<file path="src/rtl/receptor_serial_paridade.sv">
// Purpose: deserialises one start/b1..b5/bp/stop frame from a single-wire line and presents it in parallel.
// Latency: valid (or framing_err) pulses at edge t0 + CLKS_PER_BIT/2 + 7*CLKS_PER_BIT, where t0 is the start-bit detection edge.
// Backpressure: none; the line cannot be stalled, so the downstream verifier must accept each one-cycle strobe.
module receptor_serial_paridade #(
  parameter int CLKS_PER_BIT = 4
) (
  input  logic clk,
  input  logic rst,
  input  logic rx,
  output logic b1,
  output logic b2,
  output logic b3,
  output logic b4,
  output logic b5,
  output logic bp,
  output logic valid,
  output logic framing_err,
  output logic busy
);

  localparam int CW   = $clog2(CLKS_PER_BIT) + 1;
  localparam int HALF = CLKS_PER_BIT / 2;
  localparam logic [CW-1:0] HALF_M1 = CW'(HALF - 1);
  localparam logic [CW-1:0] FULL_M1 = CW'(CLKS_PER_BIT - 1);

  typedef enum logic [2:0] {
    IDLE      = 3'd0,
    START     = 3'd1,
    DATA      = 3'd2,
    PARITY    = 3'd3,
    STOP      = 3'd4,
    WAIT_IDLE = 3'd5
  } state_t;

  state_t        state_q, state_d;
  logic [CW-1:0] cnt_q, cnt_d;
  logic [2:0]    idx_q, idx_d;
  logic [4:0]    shift_q, shift_d;   // b1 ends up in bit 0 after five right shifts
  logic          par_q, par_d;
  logic [5:0]    out_q, out_d;       // {bp, b5, b4, b3, b2, b1}; only loaded on a good stop bit
  logic          valid_q, valid_d;
  logic          ferr_q, ferr_d;
  logic          sample;

  // Next-state, sample-point and output-register logic for the frame walker.
  always_comb begin
    state_d = state_q;
    cnt_d   = cnt_q;
    idx_d   = idx_q;
    shift_d = shift_q;
    par_d   = par_q;
    out_d   = out_q;
    valid_d = 1'b0;
    ferr_d  = 1'b0;
    sample  = 1'b0;

    // The start bit is re-checked mid-bit; every later bit is one full period after the previous sample.
    if (state_q == START) begin
      sample = (cnt_q == HALF_M1);
    end else if (state_q != IDLE && state_q != WAIT_IDLE) begin
      sample = (cnt_q == FULL_M1);
    end

    if (state_q != IDLE && state_q != WAIT_IDLE) begin
      cnt_d = sample ? '0 : cnt_q + 1'b1;
    end

    case (state_q)
      IDLE: begin
        cnt_d = '0;
        if (!rx) begin
          state_d = START;
          idx_d   = 3'd0;
        end
      end
      START: begin
        if (sample) begin
          idx_d   = 3'd0;
          state_d = rx ? IDLE : DATA;
        end
      end
      DATA: begin
        if (sample) begin
          shift_d = {rx, shift_q[4:1]};
          idx_d   = idx_q + 3'd1;
          if (idx_q == 3'd4) begin
            state_d = PARITY;
          end
        end
      end
      PARITY: begin
        if (sample) begin
          par_d   = rx;
          idx_d   = idx_q + 3'd1;
          state_d = STOP;
        end
      end
      STOP: begin
        if (sample) begin
          idx_d = 3'd0;
          if (rx) begin
            out_d   = {par_q, shift_q};
            valid_d = 1'b1;
            state_d = IDLE;
          end else begin
            ferr_d  = 1'b1;
            state_d = WAIT_IDLE;
          end
        end
      end
      WAIT_IDLE: begin
        // A held-low (break) line must not be mistaken for a new start bit.
        cnt_d = '0;
        if (rx) begin
          state_d = IDLE;
        end
      end
      default: begin
        state_d = IDLE;
        cnt_d   = '0;
      end
    endcase
  end

  // State, counters and output registers with synchronous active-high reset.
  always_ff @(posedge clk) begin
    if (rst) begin
      state_q <= IDLE;
      cnt_q   <= '0;
      idx_q   <= 3'd0;
      shift_q <= 5'd0;
      par_q   <= 1'b0;
      out_q   <= 6'd0;
      valid_q <= 1'b0;
      ferr_q  <= 1'b0;
    end else begin
      state_q <= state_d;
      cnt_q   <= cnt_d;
      idx_q   <= idx_d;
      shift_q <= shift_d;
      par_q   <= par_d;
      out_q   <= out_d;
      valid_q <= valid_d;
      ferr_q  <= ferr_d;
    end
  end

  assign b1          = out_q[0];
  assign b2          = out_q[1];
  assign b3          = out_q[2];
  assign b4          = out_q[3];
  assign b5          = out_q[4];
  assign bp          = out_q[5];
  assign valid       = valid_q;
  assign framing_err = ferr_q;
  assign busy        = (state_q != IDLE);

endmodule

</file>
<file path="config.mk">
export PLATFORM = sky130hd
export DESIGN_NAME = receptor_serial_paridade
export DESIGN_NICKNAME = d
export VERILOG_FILES = /design/src/rtl/receptor_serial_paridade.sv
export SDC_FILE = /design/constraint.sdc
export NUM_CORES = 1
export LEC_CHECK = 0
export CORE_UTILIZATION = 55
export CTS_CLUSTER_DIAMETER = 150
export DETAILED_ROUTE_END_ITERATION = 6
export GPL_TIMING_DRIVEN = 0
export PLACE_DENSITY = 0.88
export RECOVER_POWER = 100
export SKIP_CTS_REPAIR_TIMING = 1
export SLEW_MARGIN = 20
export SYNTH_ARGS = -nofsm -noshare
export SYNTH_HDL_FRONTEND = slang
export SYNTH_SLANG_ARGS = --single-unit
export TNS_END_PERCENT = 10
</file>
<file path="constraint.sdc">
create_clock -name clk -period 1.8 [get_ports clk]
set_clock_uncertainty 0.15 [all_clocks]
set_input_delay 0.36 -clock clk [delete_from_list [all_inputs] [get_ports clk]]
set_output_delay 0.36 -clock clk [all_outputs]
set_load 0.1 [all_outputs]
</file>
==> results.py <==
metrics = {
    "finish": {
        "num_antenna_cells": 0,
        "layout_common_cells": "dfxtp_1, nor2_1, mux2i_1, a21oi_1, clkbuf_2",
        "final_layout_size_suffix_gt1_share_pct": 26.4,
        "final_cell_count_no_fill": 171,
        "nets": 153,
        "final_common_cell": "dfxtp_1",
        "final.fill_count": 168,
        "area_growth_syn_to_layout_pct": 14.2,
        "post-route-util_pct": 68.6,
        "finish.instance_area_mm2": 0.00137,
    },
    "sta": {
        "worst_slack_ns": -0.0818,
        "maxSlewViolCount": 0,
        "report.final.hold_viol_count": 0,
        "timing.final.crit_share_pct": 105,
        "finalHoldWorstSlack_ns": 0.305,
        "grt_setup_unrepaired": "yes",
        "max_freq_mhz": 531,
        "period_minus_slack_ns": 1.88,
        "accumulated_negative_setup_slack_ns": -0.0818,
        "tightestPinTransition_ns": 0.542,
        "tightest_slew_margin_relative_to_the_limit_pct": 64.0,
        "setup_violations": 1,
    },
    "grt": {
        "grt_pass1_vias": 911,
        "maximum_number_of_pins_on_one_net_before_global_route_repair": 14,
        "grt_antenna_before_repair": 0,
        "grt_pass1_wl_mm": 3.98,
        "globalRouteOverflowTotal": 0,
        "track_usage_pct": 21.5,
    },
    "placed_design": {
        "dpl.cell_count": 167,
        "place.gp.congestion": 0.883,
        "dp_hpwl_mm": 1.65,
        "place_worst_setup_slack_ns": -0.526,
        "port-buffer-count": 11,
        "dpl_cell_area_mm2": 0.00135,
    },
    "cts": {
        "clk_slew_on_worst_s_h_paths_ns": 0.13,
        "tritoncts_sink_count": 23,
        "tritoncts.num_buffers": 3,
        "h-tree-depth": 1,
        "root_buffer": "clkbuf_4",
        "worstSkewPairLatency_ns": 0.31,
        "tritoncts": "yes",
        "clk_path_buf_depth": 2,
    },
    "synth": {
        "syn-instance-count": 129,
        "mappedNetlistNets": 137,
        "ys_top_cells_by_area": "dfxtp_1, mux2i_1, nor2_1, ha_1, a21oi_1",
        "synth_adder_area_share_pct": 5.20,
        "synth_area_leader_cell": "dfxtp_1",
        "netlist_area_mm2": 0.00120,
        "synth.area.mux_share_pct": 9.26,
        "synth.yosys.seq_area_share_pct": 38.3,
        "synth.avg_cell_area_um2": 9.32,
        "synth_xor_area_share_pct": 0,
        "yosysWarnings": 0,
        "synth_edf_count": 0,
        "synth-compound-area-share_pct": 15.6,
        "synth_async_sr_flop_share_pct": 0,
        "synth_simple_gate_area_share_pct": 24.0,
        "ys_seq_elements": 23,
        "synth.distinct_cells": 42,
        "yosysTopAreaCellShare_pct": 38.3,
        "synth_top_family_by_area": "simple AND/OR/NAND/NOR gates",
        "postSynth.topFlopCell": "dfxtp_1",
    },
    "pwr": {
        "p_per_area_mw_per_mm2": 780,
        "vdd_drop_max_v": 0.000784,
        "design_power_total_mw": 1.07,
        "power_switching_share_pct": 31.6,
        "clock_power_share_pct": 21.9,
        "cell_internal_pwr_mw": 0.732,
        "comb_power_share_pct": 28.2,
        "total_switching_power_mw": 0.339,
        "power.static_leakage_nw": 0.560,
        "share_seq_of_total_power_pct": 49.9,
    },
    "detailed_routing": {
        "drt_iter0_markers": 25,
        "wl_per_cell_um": 13.5,
        "drt_pre_antenna_iters": 4,
        "drt-total-wl_mm": 2.31,
        "detail-route-antenna-nets": 0,
        "via_count": 952,
        "drt_drc_violations_left": 0,
        "routed_via_density": 5.57,
    },
    "critical_path": {
        "worst-r2r-setup-slack_ns": 0.09,
        "critPathRequiredTime_ns": 1.29,
        "worstSetupEndpointType": "primary output",
        "crit_path_max_incr_delay_ns": 0.40,
        "path_buf_inv": 2,
        "path_class": "flip-flop to primary output",
        "critical-path-slowest-cell": "or3_4",
        "worstReg2RegEnd": "state_q[0]",
        "arrival_ns": 1.37,
        "startpoint_type": "flip-flop",
        "cp_cell_sequence": "buf_4 -> or3_4 -> buf_12",
        "reg2reg_depth": 7,
        "critical_path.max_fanout": 9,
        "r2r-start": "cnt_q[0]",
        "timing.critical_path.max_delay_family": "simple AND/OR/NAND/NOR gates",
    },
    "worst_hold_path": {
        "hold_path_class": "flip-flop to flip-flop",
        "holdPathStages": 1,
        "endpoint_with_the_worst_hold_slack": "cnt_q[0]",
        "hold_start": "cnt_q[0]",
    },
    "floorplan": {
        "start_util_pct": 60.1,
        "die_width_um": 48.8,
        "fp.coreArea_mm2": 0.00200,
        "die_y_um": 48.8,
        "design.portCount": 12,
        "core.rowCount": 16,
        "die_area_mm2": 0.00238,
    },
    "run_status": {
        "outcome": "finished with violations",
        "failed_checks": "setup timing",
    },
    "job": {
        "max-cap-violations": 0,
    },
}
worst reg2reg max path, delay by kind of cell, from the launching register on:
family	cells	cell delay, ns
simple gates	1	0.18
fa+ha+maj	2	0.32
flops	1	0.38
compound gates	3	0.44
buf+inv	1	0.14
layout make-up:
cell class,instances,area [um^2],share of cell area (%)
Clock inverter,1,5.00,0.365
Multi-Input combinational cell,90,668,48.7
Sequential cell,23,465,33.9
Buffer,10,75.1,5.47
Inverter,6,22.5,1.64
Timing Repair Buffer,11,80.1,5.83
Clock buffer,3,22.5,1.64
Tap cell,27,33.8,2.46
power by group through the flow:
stage	sequential (mW)	combinational, mW	clock (mW)
floorplan	0.540	0.226	0
global route	0.536	0.323	0.257
detailed placement	0.541	0.275	0
finish	0.534	0.302	0.235
global placement	0.540	0.272	0
CTS	0.530	0.277	0.242
cell usage after synthesis, types with 3 or more instances:
cell	count
a21oi_1	9
buf_2	4
inv_1	5
nand2b_1	3
nand2_1	7
buf_4	3
nor2b_1	3
mux2i_1	10
dfxtp_1	23
nor2_1	19
nand3_1	3
ha_1	5
flip-flops by register name (all words and copies together) (netlist names):
name / cells
cnt_q: 3
framing_err: 1
idx_q: 3
out_q: 6
par_q: 1
shift_q: 5
state_q: 3
valid: 1
worst max-delay path by stage:
stage / endpoint / start / slack (ns) / cells after the start
after floorplan: state_q[0] / cnt_q[0] / 0.15 / 7
after global placement: busy / state_q[1] / -0.52 / 3
after detailed placement: busy / state_q[1] / -0.53 / 3
after CTS: busy / state_q[1] / -0.89 / 3
after global routing: busy / state_q[1] / -0.13 / 3
final: busy / state_q[1] / -0.08 / 3
metal layers:
metal | wire (um) | global-route usage [%] | part of all wire (%)
met4 | 13 | 6.86 | 0.56
met3 | 142 | 5.97 | 6.2
met1 | 1030 | 26.1 | 45
met5 | 0 | 0 | 0
met2 | 1120 | 36.3 | 48
logic make-up (layout without fill, tap and decap cells):
group | after synthesis | count (layout)
compound gates | 26 | 26
fa+ha+maj | 5 | 5
buf+inv | 16 | 31
flops | 23 | 23
mux | 11 | 11
simple gates | 48 | 48
(Power assumes the default switching activity.)
